### src/rtl/cpld_parity_pkg.sv
// Shared definitions for the XOR-parity serial link (receiver and transmitter).
package cpld_parity_pkg;

    typedef enum logic [1:0] {
        ST_IDLE = 2'b00,
        ST_DATA = 2'b01,
        ST_PAR  = 2'b10
    } state_e;

    localparam int unsigned PAR_EVEN = 0;
    localparam int unsigned PAR_ODD  = 1;

    // Bits needed to represent values 0..v-1.
    function automatic int unsigned clog2(input int unsigned v);
        int unsigned r;
        r = 0;
        while ((1 << r) < v) r++;
        return (r == 0) ? 1 : r;
    endfunction

endpackage

### src/rtl/cpld_sipo_shreg.sv
// Serial-in/parallel-out shift register with a load-first (clearing) input and selectable direction.
module cpld_sipo_shreg #(
    parameter int unsigned W = 8
) (
    input  logic         clk,
    input  logic         rst,
    input  logic         en_i,
    input  logic         load_i,
    input  logic         msb_first_i,
    input  logic         si_i,
    output logic [W-1:0] q_o
);

    localparam int unsigned TOP = W - 1;

    logic [W-1:0] q_q;
    logic [W-1:0] load_val;
    logic [W-1:0] shift_val;

    // MSB-first shifts toward the MSB with new bits at [0]; LSB-first enters at [W-1] and moves down.
    always_comb begin
        load_val  = msb_first_i ? W'(si_i) : (W'(si_i) << TOP);
        shift_val = msb_first_i ? ((q_q << 1) | W'(si_i))
                                : ((q_q >> 1) | (W'(si_i) << TOP));
    end

    always_ff @(posedge clk or posedge rst) begin
        if (rst) begin
            q_q <= '0;
        end else if (load_i) begin
            q_q <= load_val;
        end else if (en_i) begin
            q_q <= shift_val;
        end
    end

    assign q_o = q_q;

endmodule

### src/rtl/cpld_parity_rx.sv
// Serial XOR-parity receiver: deserialises DATA_W bits plus parity and flags parity/framing errors.
module cpld_parity_rx
    import cpld_parity_pkg::*;
#(
    parameter int unsigned DATA_W    = 8,
    parameter int unsigned ODD       = PAR_EVEN,
    parameter int unsigned MSB_FIRST = 0
) (
    input  logic              CK,
    input  logic              CD,
    input  logic              SI,
    input  logic              SV,
    input  logic              SOF,
    output logic [DATA_W-1:0] DO,
    output logic              DV,
    output logic              PERR,
    output logic              FERR,
    output logic              BUSY
);

    localparam int unsigned     CNT_W     = clog2(DATA_W + 1);
    localparam logic [CNT_W-1:0] CNT_LAST = CNT_W'(DATA_W);
    localparam logic            PAR_SENSE = (ODD == PAR_ODD);
    localparam logic            MSB_SEL   = (MSB_FIRST != 0);

    state_e              state_q, state_d;
    logic                acc_q, acc_d;
    logic [CNT_W-1:0]    cnt_q, cnt_d;
    logic [DATA_W-1:0]   do_q, do_d;
    logic                dv_q, dv_d;
    logic                perr_q, perr_d;
    logic                ferr_q, ferr_d;
    logic                busy_q;
    logic                sr_en, sr_load;
    logic [DATA_W-1:0]   sr_q;
    logic [CNT_W-1:0]    cnt_inc;

    cpld_sipo_shreg #(.W(DATA_W)) u_shreg (
        .clk         (CK),
        .rst         (CD),
        .en_i        (sr_en),
        .load_i      (sr_load),
        .msb_first_i (MSB_SEL),
        .si_i        (SI),
        .q_o         (sr_q)
    );

    assign cnt_inc = cnt_q + CNT_W'(1);

    always_comb begin
        state_d = state_q;
        acc_d   = acc_q;
        cnt_d   = cnt_q;
        do_d    = do_q;
        dv_d    = 1'b0;
        perr_d  = 1'b0;
        ferr_d  = 1'b0;
        sr_en   = 1'b0;
        sr_load = 1'b0;
        if (SV) begin
            if (SOF) begin
                // SOF always restarts; a frame in flight is reported as aborted.
                ferr_d  = (state_q != ST_IDLE);
                sr_load = 1'b1;
                acc_d   = SI;
                cnt_d   = CNT_W'(1);
                state_d = (DATA_W == 1) ? ST_PAR : ST_DATA;
            end else begin
                unique case (state_q)
                    ST_IDLE: ;
                    ST_DATA: begin
                        sr_en = 1'b1;
                        acc_d = acc_q ^ SI;
                        cnt_d = cnt_inc;
                        if (cnt_inc == CNT_LAST) state_d = ST_PAR;
                    end
                    ST_PAR: begin
                        do_d    = sr_q;
                        dv_d    = 1'b1;
                        perr_d  = acc_q ^ SI ^ PAR_SENSE;
                        cnt_d   = '0;
                        state_d = ST_IDLE;
                    end
                    default: state_d = ST_IDLE;
                endcase
            end
        end
    end

    always_ff @(posedge CK or posedge CD) begin
        if (CD) begin
            state_q <= ST_IDLE;
            acc_q   <= 1'b0;
            cnt_q   <= '0;
            do_q    <= '0;
            dv_q    <= 1'b0;
            perr_q  <= 1'b0;
            ferr_q  <= 1'b0;
            busy_q  <= 1'b0;
        end else begin
            state_q <= state_d;
            acc_q   <= acc_d;
            cnt_q   <= cnt_d;
            do_q    <= do_d;
            dv_q    <= dv_d;
            perr_q  <= perr_d;
            ferr_q  <= ferr_d;
            busy_q  <= (state_d != ST_IDLE);
        end
    end

    assign DO   = do_q;
    assign DV   = dv_q;
    assign PERR = perr_q;
    assign FERR = ferr_q;
    assign BUSY = busy_q;

endmodule

### config.mk
export PLATFORM = sky130hd
export DESIGN_NAME = cpld_parity_rx
export DESIGN_NICKNAME = d
export VERILOG_FILES = /design/src/rtl/cpld_parity_pkg.sv /design/src/rtl/cpld_sipo_shreg.sv /design/src/rtl/cpld_parity_rx.sv
export SDC_FILE = /design/constraint.sdc
export NUM_CORES = 1
export LEC_CHECK = 0
export CAP_MARGIN = 25
export CORE_MARGIN = 2
export CORE_UTILIZATION = 54
export CTS_CLUSTER_DIAMETER = 40
export DETAILED_ROUTE_END_ITERATION = 8
export GPL_TIMING_DRIVEN = 0
export PLACE_DENSITY = 0.83
export SYNTH_ARGS = -nofsm -noshare
export SYNTH_HDL_FRONTEND = slang
export SYNTH_HIERARCHICAL = 1
export SYNTH_SLANG_ARGS = --single-unit
### constraint.sdc
create_clock -name CK -period 2 [get_ports CK]
set_input_delay 0.6 -clock CK [delete_from_list [all_inputs] [get_ports CK]]
set_output_delay 0.6 -clock CK [all_outputs]
set_load 0.005 [all_outputs]
Yosys cells after proc, flatten, opt, wreduce, memory -nomap -nowiden
Cells that the tools add are included.
{"block": "word_totals", "regBits": 27, "input_bits": 5, "out_inout_bits": 12, "word_cells": 48}
{"block": "op_classes", "n_addsub": 1, "eq_ne": 3, "mux": 23, "bitwise_logic": 3, "reduce_logical": 9}
{"op": "8-bit 2-to-1 mux", "count": 2}
{"op": "1-bit 2-to-1 mux", "count": 15}
{"op": "7-bit by 8-bit bitwise OR with 8-bit output", "count": 1}
{"op": "4-bit case mux with 2 select lines", "count": 1}
{"op": "2-bit nonzero test", "count": 4}
{"op": "2-bit 2-to-1 mux", "count": 3}
{"op": "4-bit by 1-bit adder with 4-bit output, second input constant", "count": 1}
{"op": "4-bit == test, second input constant", "count": 1}
{"op": "4-bit 2-to-1 mux", "count": 1}
{"op": "2-bit case mux with 2 select lines", "count": 1}
{"op": "2-bit AND reduction", "count": 2}
{"op": "3-bit AND reduction", "count": 1}
{"op": "3-bit nonzero test", "count": 1}
{"op": "2-bit by 1-bit == test with 1-bit output, second input constant", "count": 1}
{"op": "2-bit == test, second input constant", "count": 1}
{"op": "2-bit zero test", "count": 1}
{"op": "1-bit NOT", "count": 1}
{"op": "1-bit XOR", "count": 1}

Logic depth before layout (Yosys ltp)
{"block": "depth", "depth_word": 7, "depth_mapped": 7, "ltp_nobuf": 5}

Cells and area by module
Netlist, hierarchy kept.
{"module": "cpld_parity_rx", "instances": 1, "cells_each": 79, "area_each_um2": 925.9, "seq_area_each_um2": 475.5}
{"module": "cpld_sipo_shreg", "instances": 1, "cells_each": 39, "area_each_um2": 427.9, "seq_area_each_um2": 200.2}

Least setup slack after synthesis
Ideal clock, no wire load.
{"block": "synth_path", "path_kind": "in2reg", "from": "in SOF", "to": "reg u_shreg.q_q[6] (netlist: u_shreg/q_o[6])", "setup_time_ns": 0.094, "arrival_time_ns": 1.566, "required_ns": 1.906, "setup_slack_ns": 0.340, "path_stages": 6, "path_buffers": 3, "path_cell_list": "buf_4 > nor3_1 > buf_6 > buf_6 > nor2_1 > a211oi_1"}
{"block": "synth_between", "elab_chain_cells": 3, "elab_cells_between_ends": 6, "cone_classes": "mux (5); reduce/logical (1)"}
{"item": "start, declared", "line_no": "cpld_parity_rx.sv:13", "source": "input logic SOF,"}
{"item": "1-bit 2-to-1 mux", "line_no": "cpld_parity_rx.sv:61", "source": "if (SOF) begin"}
{"item": "1-bit 2-to-1 mux", "line_no": "cpld_parity_rx.sv:60", "source": "if (SV) begin"}
{"item": "via sr_en", "line_no": "cpld_parity_rx.sv:34", "source": "logic sr_en, sr_load;"}
{"item": "2-bit nonzero test (no source line)"}
{"item": "end signal, assigned", "line_no": "cpld_sipo_shreg.sv:31", "source": "q_q <= load_val;"}
{"item": "end signal, assigned", "line_no": "cpld_sipo_shreg.sv:33", "source": "q_q <= shift_val;"}
{"item": "end, declared", "line_no": "cpld_sipo_shreg.sv:16", "source": "logic [W-1:0] q_q;"}
The timed path passes the listed nets, and every way through them passes these cells.
A chain may end at the register's enable or synchronous reset.

Final worst setup path
{"block": "layout_path", "from": "reg do_q[7] (netlist: DO[7])", "to": "out DO[7]"}
{"item": "start, declared", "line_no": "cpld_parity_rx.sv:29", "source": "logic [DATA_W-1:0] do_q, do_d;"}
{"item": "start signal, assigned", "line_no": "cpld_parity_rx.sv:104", "source": "do_q <= do_d;"}
{"item": "end, declared", "line_no": "cpld_parity_rx.sv:14", "source": "output logic [DATA_W-1:0] DO,"}
No word-level cell between the ends.

==> impl_metrics.env <==
export IMPL_area_delta_synth_final_pct=16.9
export IMPL_io_pins=17
export IMPL_mostFrequentLayoutCell="dfrtp_1"
export IMPL_drc=0
export IMPL_min_period_over_period=0.913
export IMPL_antenna_found_initial=0
export IMPL_grt_start_max_net_pins=20
export IMPL_cp_num_buf_inv=1
export IMPL_grt_pass1_vias=966
export IMPL_fp_row_count=18
export IMPL_avgSynthCellArea_um2=11.5
export IMPL_synth_area_leaders="dfrtp_1 50%, mux2_4 8.9%, mux2i_1 4.4%, a211oi_1 3.3%, buf_6 3.3%"
export IMPL_numCtsBuffers=3
export IMPL_fmax_mhz=547
export IMPL_drv_cap=0
export IMPL_critical_path_max_fanout=2
export IMPL_globalplace_congestion=0.736
export IMPL_syn_inst=118
export IMPL_power_uw=1050
export IMPL_syn_cell_area_mm2=0.00135
export IMPL_critPathArrivalTime_ns=1.23
export IMPL_hp_class="in -> async"
export IMPL_portBuffers=15
export IMPL_ys_ff_latch=27
export IMPL_die_y_um=54.1
export IMPL_cts_buffer_depth=2
export IMPL_place_ws_ns=-0.427
export IMPL_slowest_delay_ns=0.51
export IMPL_grt_pass1_wl_mm=4.41
export IMPL_slew_violations=0
export IMPL_postCtsSetupBuffers=0
export IMPL_drtIter0Drc=12
export IMPL_status="finished, final reports clean"
export IMPL_crit_chain="clkdlybuf4s50_1"
export IMPL_cp_start_kind="flop"
export IMPL_fp_dieW_um=54.1
export IMPL_fillCellCount=194
export IMPL_tritoncts="built"
export IMPL_critPathTopFamily="buffers and inverters"
export IMPL_worst_hold_slack_ns=0.522
export IMPL_yosysTopAreaCellShare=0.499
export IMPL_setup_viol=0
export IMPL_vias_per_cell=5.93
export IMPL_power_leakage_uw=0.000717
export IMPL_path_class="reg -> out"
export IMPL_grt_usage=0.216
export IMPL_powerDensity_mw_per_mm2=661
export IMPL_path_depth=1
export IMPL_yosysSeqAreaShare=0.499
export IMPL_diodes=0
export IMPL_clk_pin_slew_ns=0.14
export IMPL_dieArea_mm2=0.00292
export IMPL_fin_crit_ns=1.83
export IMPL_worst_r2r_cell_count=7
export IMPL_cts_hold_buffers_added=0
export IMPL_vias=990
export IMPL_syn_nets=124
export IMPL_routed_wl_mm=2.59
export IMPL_hpwl_mm=1.82
export IMPL_cp_end_kind="output pin"
export IMPL_skew_ns=0.00339
export IMPL_yosysWarnings=6
export IMPL_nNetsFinal=144
export IMPL_drive_above_1_share=0.182
export IMPL_ant_nets=0
export IMPL_grt_setup_unrepaired="no"
export IMPL_avgRoutedWirePerCell_um=15.5
export IMPL_yosysTopAreaCell="dfrtp_1"
export IMPL_design_core_area_mm2=0.00243
export IMPL_root_buffer="clkbuf_4"
export IMPL_final_cell_mix="27 x dfrtp_1, 14 x clkdlybuf4s50_1, 9 x nor2_1"
export IMPL_drt_first_pass_iters=4
export IMPL_htreeDepth=1
export IMPL_worst_slew_pin_slew_ns=0.750
export IMPL_critPathRequiredTime_ns=1.40
export IMPL_fin_ws_ns=0.173
export IMPL_ir_drop_uv=531
export IMPL_slew_headroom=0.499
export IMPL_hold_violations=0
export IMPL_overflow=0
export IMPL_synthDistinctLibCells=39
export IMPL_final_util=0.651
export IMPL_insertion_delay_ns=0.33
export IMPL_initial_core_util=0.557
export IMPL_slowest_stage="clkdlybuf4s50_1"
export IMPL_fin_tns_setup_ns=0
export IMPL_cts_sinks=27
timing repair:
action | CTS | global route
setup endpoints to repair | 4 | 4
gates resized for setup | 1 | 2
endpoints found under the hold margin | 0 | 0
flip-flops by register name (all words and copies together) (netlist names):
register,cells
DV,1
acc_q,1
PERR,1
DO,8
BUSY,1
FERR,1
state_q,2
u_shreg/q_o,8
cnt_q,4
cells by family (layout without fill, tap and decap cells):
logic type,Yosys count,after routing,share of synthesized area
simple gates,32,32,0.136
compound gates,27,27,0.141
flops,27,27,0.499
mux,14,14,0.133
buf+inv,14,33,0.0656
xor+xnor,2,2,0.0129
fa+ha+maj,1,1,0.00924
other cells,1,1,0.00277
Yosys cell counts (all sizes together):
library cell  number
nand3              3
nand2b             4
and3               1
xnor2              1
a22o               1
xor2               1
o31ai              1
and4               1
o311ai             1
inv                6
a311oi             1
nor4               1
a31oi              1
mux2               8
ha                 1
a21oi              6
o211ai             1
or3b               1
nor4b              1
clkbuf             1
nand4b             1
nor3               3
dfrtp             27
o21ai              3
a221oi             1
a21o               1
nor2               9
conb               1
and2               2
o2bb2ai            1
nand2              5
a211oi             6
o221ai             3
buf                7
mux2i              6
stage by stage:
stage                     instances  area (um^2)
final                           167         1580
after floorplan                 118         1350
after global placement          163         1540
after CTS                       167         1570
after global routing            167         1580
after detailed placement        163         1540
final timing paths:
path	startpoint	endpoint	slack, ns
hold / removal	CD	u_shreg/q_o[6]	0.52
max in group asynchronous	CD	acc_q	0.83
hold reg to reg	DO[2]	DO[2]	0.53
min in group CK	DO[2]	DO[2]	0.53
setup reg to reg	state_q[0]	u_shreg/q_o[4]	0.39
setup / recovery	DO[7]	DO[7]	0.17
metal layers:
layer	share of wire	track usage	up-vias
li1	-	-	462
met1	0.42	0.266	500
met2	0.52	0.372	24
met3	0.036	0.0333	4
met4	0.017	0.100	0
met5	0	0	-
power by group:
part | leakage [uW] | total (uW) | switching (uW) | internal, uW
Sequential | 0.000349 | 638 | 50.4 | 587
Combinational | 0.000350 | 175 | 92.0 | 82.7
Clock | 0.0000177 | 234 | 159 | 75.1
final cells by class:
class / count / area, um^2 / area share
tap: 30 / 37.5 / 0.0237
sequential: 27 / 676 / 0.427
clock inverter: 1 / 5.00 / 0.00316
multi-input combinational: 77 / 601 / 0.379
timing repair buffer: 15 / 153 / 0.0964
buffer: 8 / 66.3 / 0.0419
clock buffer: 3 / 22.5 / 0.0142
inverter: 6 / 22.5 / 0.0142
Note: power is estimated with default switching activity, not from simulation.
==> RTL edit 1 (same settings) <==
The parameter `DATA_W` goes from 8 to 9.
--- a/src/rtl/cpld_parity_rx.sv
+++ b/src/rtl/cpld_parity_rx.sv
@@ -2,7 +2,7 @@
 module cpld_parity_rx
     import cpld_parity_pkg::*;
 #(
-    parameter int unsigned DATA_W    = 8,
+    parameter int unsigned DATA_W    = 9,
     parameter int unsigned ODD       = PAR_EVEN,
     parameter int unsigned MSB_FIRST = 0
 ) (
Ports: changed (resized DO); port bits go from 17 to 18. No check against the original RTL was run, so the function may have changed too.
==> RTL edit 1 against the original RTL <==
  * Area after synthesis grew 6.6%
  * Cell area grew 8.1%
  * Clock skew grew 0.0067 ns
  * First-iteration DRC count grew to 3.1 times the old value
  * Sequential cell count grew 2
  * Worst setup slack lost 0.070 ns
  * Wire length grew 9.2%
  * Highest routed layer unchanged
Power is not compared: it rests on default switching activity, and its combinational part moved more than twofold at a synthesized area within 25%.
==> RTL edit 1: results (changes against the original RTL) <==
| Metric | Value |
|---|---|
| Tightest Pin Transition | `0.7837 ns (was 0.7500 ns)` |
| P_leak | `0.8030 nW` |
| Worst reg2reg path startpoint | `state_q[1] (was state_q[0])` |
| Total wire length | `2827 um (was 2590 um)` |
| Met2 GRT Util | `29.59% (was 37.20%)` |
| Root Driver | `clkbuf_4 (unchanged)` |
| Maximum vdd drop | `0.0006213 V` |
| CTS buffer count | `5 (was 3)` |
| Area share of fa/ha/maj cells after synthesis | `1.735% (was 0.9242%)` |
| HPWL Detailed | `1923 um (was 1818 um)` |
| Worst hold path class | `reg2reg (was in2async)` |
| Crit path from | `SV (was DO[7])` |
| Vias/cell | `5.747 (was 5.928)` |
| Fin nets | `158 (was 144)` |
| 1st-iter DRT viols | `37 (was 12)` |
| Placed cell count | `174 (was 163)` |
| Compound-Gate Fraction of Synth Area | `16.05% (was 14.14%)` |
| Total GRT Usage | `20.02% (was 21.62%)` |
| Met3 wire length | `154 um (was 94 um)` |
| Placed inst area | `1654 um2 (was 1541 um2)` |
| Fraction of final layout cells with drive strength greater than 1 | `18.42% (was 18.25%)` |
| First-pass GRT wire length | `4802 um (was 4409 um)` |
| Xor/xnor share of the synthesized area | `0.6071% (was 1.294%)` |
| M1 wire length | `1242 um (was 1095 um)` |
| Met2 WL | `1357 um (was 1356 um)` |
| Dpl ws | `-0.2668 ns (was -0.4274 ns)` |
| # port buffers | `17 (was 15)` |
| Mux cell area share after synthesis | `11.88% (was 13.31%)` |
| Crit Path Max Fanout | `10 (was 2)` |
| Clock transition at the registers of the reported paths | `0.08 ns (was 0.14 ns)` |
| Synth area leaders | `dfrtp_1 50%, mux2_2 6.2%, mux2i_1 4.9% (was dfrtp_1 50%, mux2_4 8.9%, mux2i_1 4.4%)` |
| Vias in the first global route | `1051 (was 966)` |
| Status | `finished clean (unchanged)` |
| Register area share after synthesis | `50.30% (was 49.91%)` |
| Non-Filler Instances | `182 (was 167)` |
| Commonest cells post-synth | `29 x dfrtp_1, 8 x inv_1, 8 x mux2_2, 8 x nor2_1 (was 27 x dfrtp_1, 9 x nor2_1, 8 x mux2_4)` |
| Worst Skew | `0.01009 ns (was 0.003389 ns)` |
| Filler cells | `182 (was 194)` |
| Most numerous cell in the Yosys netlist | `dfrtp_1 (unchanged)` |
| Final Util | `68.42% (was 65.07%)` |
| Met1 usage | `26.23% (was 26.58%)` |
| Synthesized area per cell | `11.45 um2 (was 11.47 um2)` |
| CP max stage delay | `0.57 ns (was 0.51 ns)` |
| GR met3 Demand/Resource | `5.581% (was 3.333%)` |
| GPL Wtd Cong | `0.8312 (was 0.7357)` |
| Pin count of the biggest net entering global routing | `21 (was 20)` |
| Clk_lat worst skew | `0.32 ns` |
| H-tree levels | `2 (was 1)` |
| Slowest CP cell | `clkdlybuf4s50_1 (unchanged)` |
| PostCTS Resize Cnt | `0 (was 1)` |
==> RTL edit 1: cell count changes after synthesis, sizes merged, moves of 2 or more <==
| cell | unedited run | this run |
|---|---|---|
| nand2b | 4 | 7 |
| nor3 | 3 | 1 |
| o22ai | 0 | 5 |
| inv | 6 | 10 |
| dfrtp | 27 | 29 |
| and2 | 2 | 0 |
==> RTL edit 1: worst paths after layout <==
kind	end	slack, ns	cells after the start
min in group asynchronous	u_shreg/q_o[8]	0.56	2
setup / recovery	u_shreg/q_o[6]	0.10	7
max in group asynchronous	PERR	0.75	2
hold / removal	DO[1]	0.50	1
hold reg to reg	DO[1]	0.50	1
setup reg to reg	u_shreg/q_o[6]	0.42	6
==> RTL edit 1: final cells by class <==
cell class / count / share of cell area (%)
inverters: 10 / 2.195
clock buffers: 8 / 2.853
flip-flops and latches: 29 / 42.43
plain buffers: 6 / 2.926
multi-input cells: 82 / 37.31
well taps: 30 / 2.195
repair buffers: 17 / 10.10
==> RTL edit 2 (same settings) <==
Without the edit above. Put one more register stage on the output `FERR`. The value now appears one clock later. The other outputs are not delayed to match.
--- a/src/rtl/cpld_parity_rx.sv
+++ b/src/rtl/cpld_parity_rx.sv
@@ -112,7 +112,9 @@
     assign DO   = do_q;
     assign DV   = dv_q;
     assign PERR = perr_q;
-    assign FERR = ferr_q;
+    always_ff @(posedge CK) begin
+        FERR <= ferr_q;
+    end
     assign BUSY = busy_q;
 
 endmodule
Function: changed (a bounded check fails within 4 cycles, from zero or initial values).
==> RTL edit 2 against the original RTL <==
  * Worst setup slack worse by 0.030 ns
  * First-iteration DRC count up 8.3%
  * Area after synthesis rose by 1.7%
  * Count of clock-buffer cells in the layout up 1
  * Largest cell class unchanged
  * Non-clock buffer count increased by 1
  * Total power is 15% higher
  * Sequential cell count rose by 1
  * Wire length is 3.6% lower
  * Cell area rose by 1.1%
  * Critical endpoint is now DO[3]
  * Clock skew grew 0.0062 ns
  * Global-route usage decreased by 1.9 points
==> RTL edit 2: results (changes against the original RTL) <==
| Metric | Value |
|---|---|
| Commonest cells post-synth | `27 x dfrtp_1, 9 x nor2_1, 8 x mux2_4 (unchanged)` |
| P_leak | `0.7067 nW (was 0.7174 nW)` |
| Vias/cell | `5.851 (was 5.928)` |
| Xor/xnor share of the synthesized area | `1.273% (was 1.294%)` |
| GPL Wtd Cong | `0.8335 (was 0.7357)` |
| Worst reg2reg path startpoint | `state_q[1] (was state_q[0])` |
| Compound-Gate Fraction of Synth Area | `14.09% (was 14.14%)` |
| Fin nets | `145 (was 144)` |
| Tightest Pin Transition | `0.7093 ns (was 0.7500 ns)` |
| Async SR Flop Fraction | `96.43% (was 100.0%)` |
| Synth cell types | `41 (was 39)` |
| Filler cells | `186 (was 194)` |
| Total GRT Usage | `19.76% (was 21.62%)` |
| Worst hold path class | `reg2reg (was in2async)` |
| Register area share after synthesis | `50.55% (was 49.91%)` |
| Area share of fa/ha/maj cells after synthesis | `0.9091% (was 0.9242%)` |
| # port buffers | `16 (was 15)` |
| PostCTS Resize Cnt | `0 (was 1)` |
| Maximum vdd drop | `0.0005086 V (was 0.0005308 V)` |
| Clock transition at the registers of the reported paths | `0.13 ns` |
| First-pass GRT wire length | `4126 um (was 4409 um)` |
| Worst Skew | `0.009604 ns (was 0.003389 ns)` |
| WL/cell | `14.87 um (was 15.51 um)` |
| Crit Path Max Fanout | `10 (was 2)` |
| Crit path from | `SOF (was DO[7])` |
| 1st-iter DRT viols | `13 (was 12)` |
| Pin count of the biggest net entering global routing | `20 (unchanged)` |
| Fraction of final layout cells with drive strength greater than 1 | `15.22% (was 18.25%)` |
| Slowest CP cell | `clkdlybuf4s50_1 (unchanged)` |
| Total wire length | `2498 um (was 2590 um)` |
| Status | `finished clean (unchanged)` |
| H-tree levels | `1 (unchanged)` |
| CTS max path bufs | `2 (unchanged)` |
| Crit-path leading delay family | `buffers and inverters (unchanged)` |
| HPWL Detailed | `1756 um (was 1818 um)` |
| CP required | `2.22 ns (was 1.40 ns)` |
| Vias in the first global route | `942 (was 966)` |
| Placed cell count | `164 (was 163)` |
| Synth area leaders | `dfrtp_1 49%, mux2_4 8.7%, mux2i_1 4.4% (was dfrtp_1 50%, mux2_4 8.9%, mux2i_1 4.4%)` |
| Mux cell area share after synthesis | `13.09% (was 13.31%)` |
| CP max stage delay | `0.58 ns (was 0.51 ns)` |
| Synthesized area per cell | `11.66 um2 (was 11.47 um2)` |
| CTS buffer count | `3 (unchanged)` |
==> RTL edit 2: worst paths after layout <==
check | endpoint | slack [ns] | depth (start not counted)
max in group asynchronous | state_q[1] | 0.86 | 2
min | FERR | 0.36 | 0
max | DO[3] | 0.14 | 4
max reg2reg | u_shreg/q_o[5] | 0.39 | 6
min in group asynchronous | u_shreg/q_o[5] | 0.52 | 2
min reg2reg | FERR | 0.36 | 0
==> RTL edit 2: kinds of logic (layout without fill, tap and decap cells) <==
logic type               after synthesis  in the layout
AND/OR/NAND/NOR                       31             31
adder cells (fa/ha/maj)                1              1
other                                  1              1
AO/OA/AOI/OAI                         27             27
flip-flops                            28             28
XOR/XNOR                               2              2
buffers and inverters                 14             34
multiplexers                          14             14
==> RTL edit 2: power by group <==
part	leakage, nW	internal, W	total (W)	switching (W)
clock	0.0150	0.0000781	0.000235	0.000157
combinational	0.334	0.000132	0.000257	0.000125
sequential	0.358	0.000633	0.000707	0.0000745
==> RTL edit 2: layout make-up <==
type / instances / area (um2) / share of cell area (%)
Clock buffer: 4 / 26.28 / 1.642
Buffer: 8 / 65.06 / 4.066
Multi-Input combinational cell: 76 / 593.1 / 37.06
Timing Repair Buffer: 16 / 160.2 / 10.01
Sequential cell: 28 / 695.7 / 43.47
Inverter: 6 / 22.52 / 1.407
Tap cell: 30 / 37.54 / 2.346
==> RTL edit 2: stage by stage <==
stage / worst slack (ns) / power, W / hold slack, ns / area (um2)
2_1_floorplan: 0.5114 / 0.0008976 / 0.3242 / 1376
3_3_place_gp: -0.1585 / 0.0009511 / 0.3284 / 1574
3_5_place_dp: -0.2045 / 0.0009715 / 0.3293 / 1574
4_1_cts: 0.1528 / 0.001204 / 0.3610 / 1600
5_1_grt: 0.08607 / 0.001276 / 0.3691 / 1600
6_report: 0.1428 / 0.001199 / 0.3590 / 1600
==> RTL edit 2: per-layer routing <==
| metal | global-route usage (%) | up-vias | wire length, um |
|---|---|---|---|
| met5 | 0 | - | 0 |
| met4 | 10.42 | 0 | 51 |
| met3 | 3.005 | 4 | 102 |
| met2 | 31.53 | 30 | 1196 |
| met1 | 25.83 | 484 | 1148 |
| li1 | - | 465 | - |
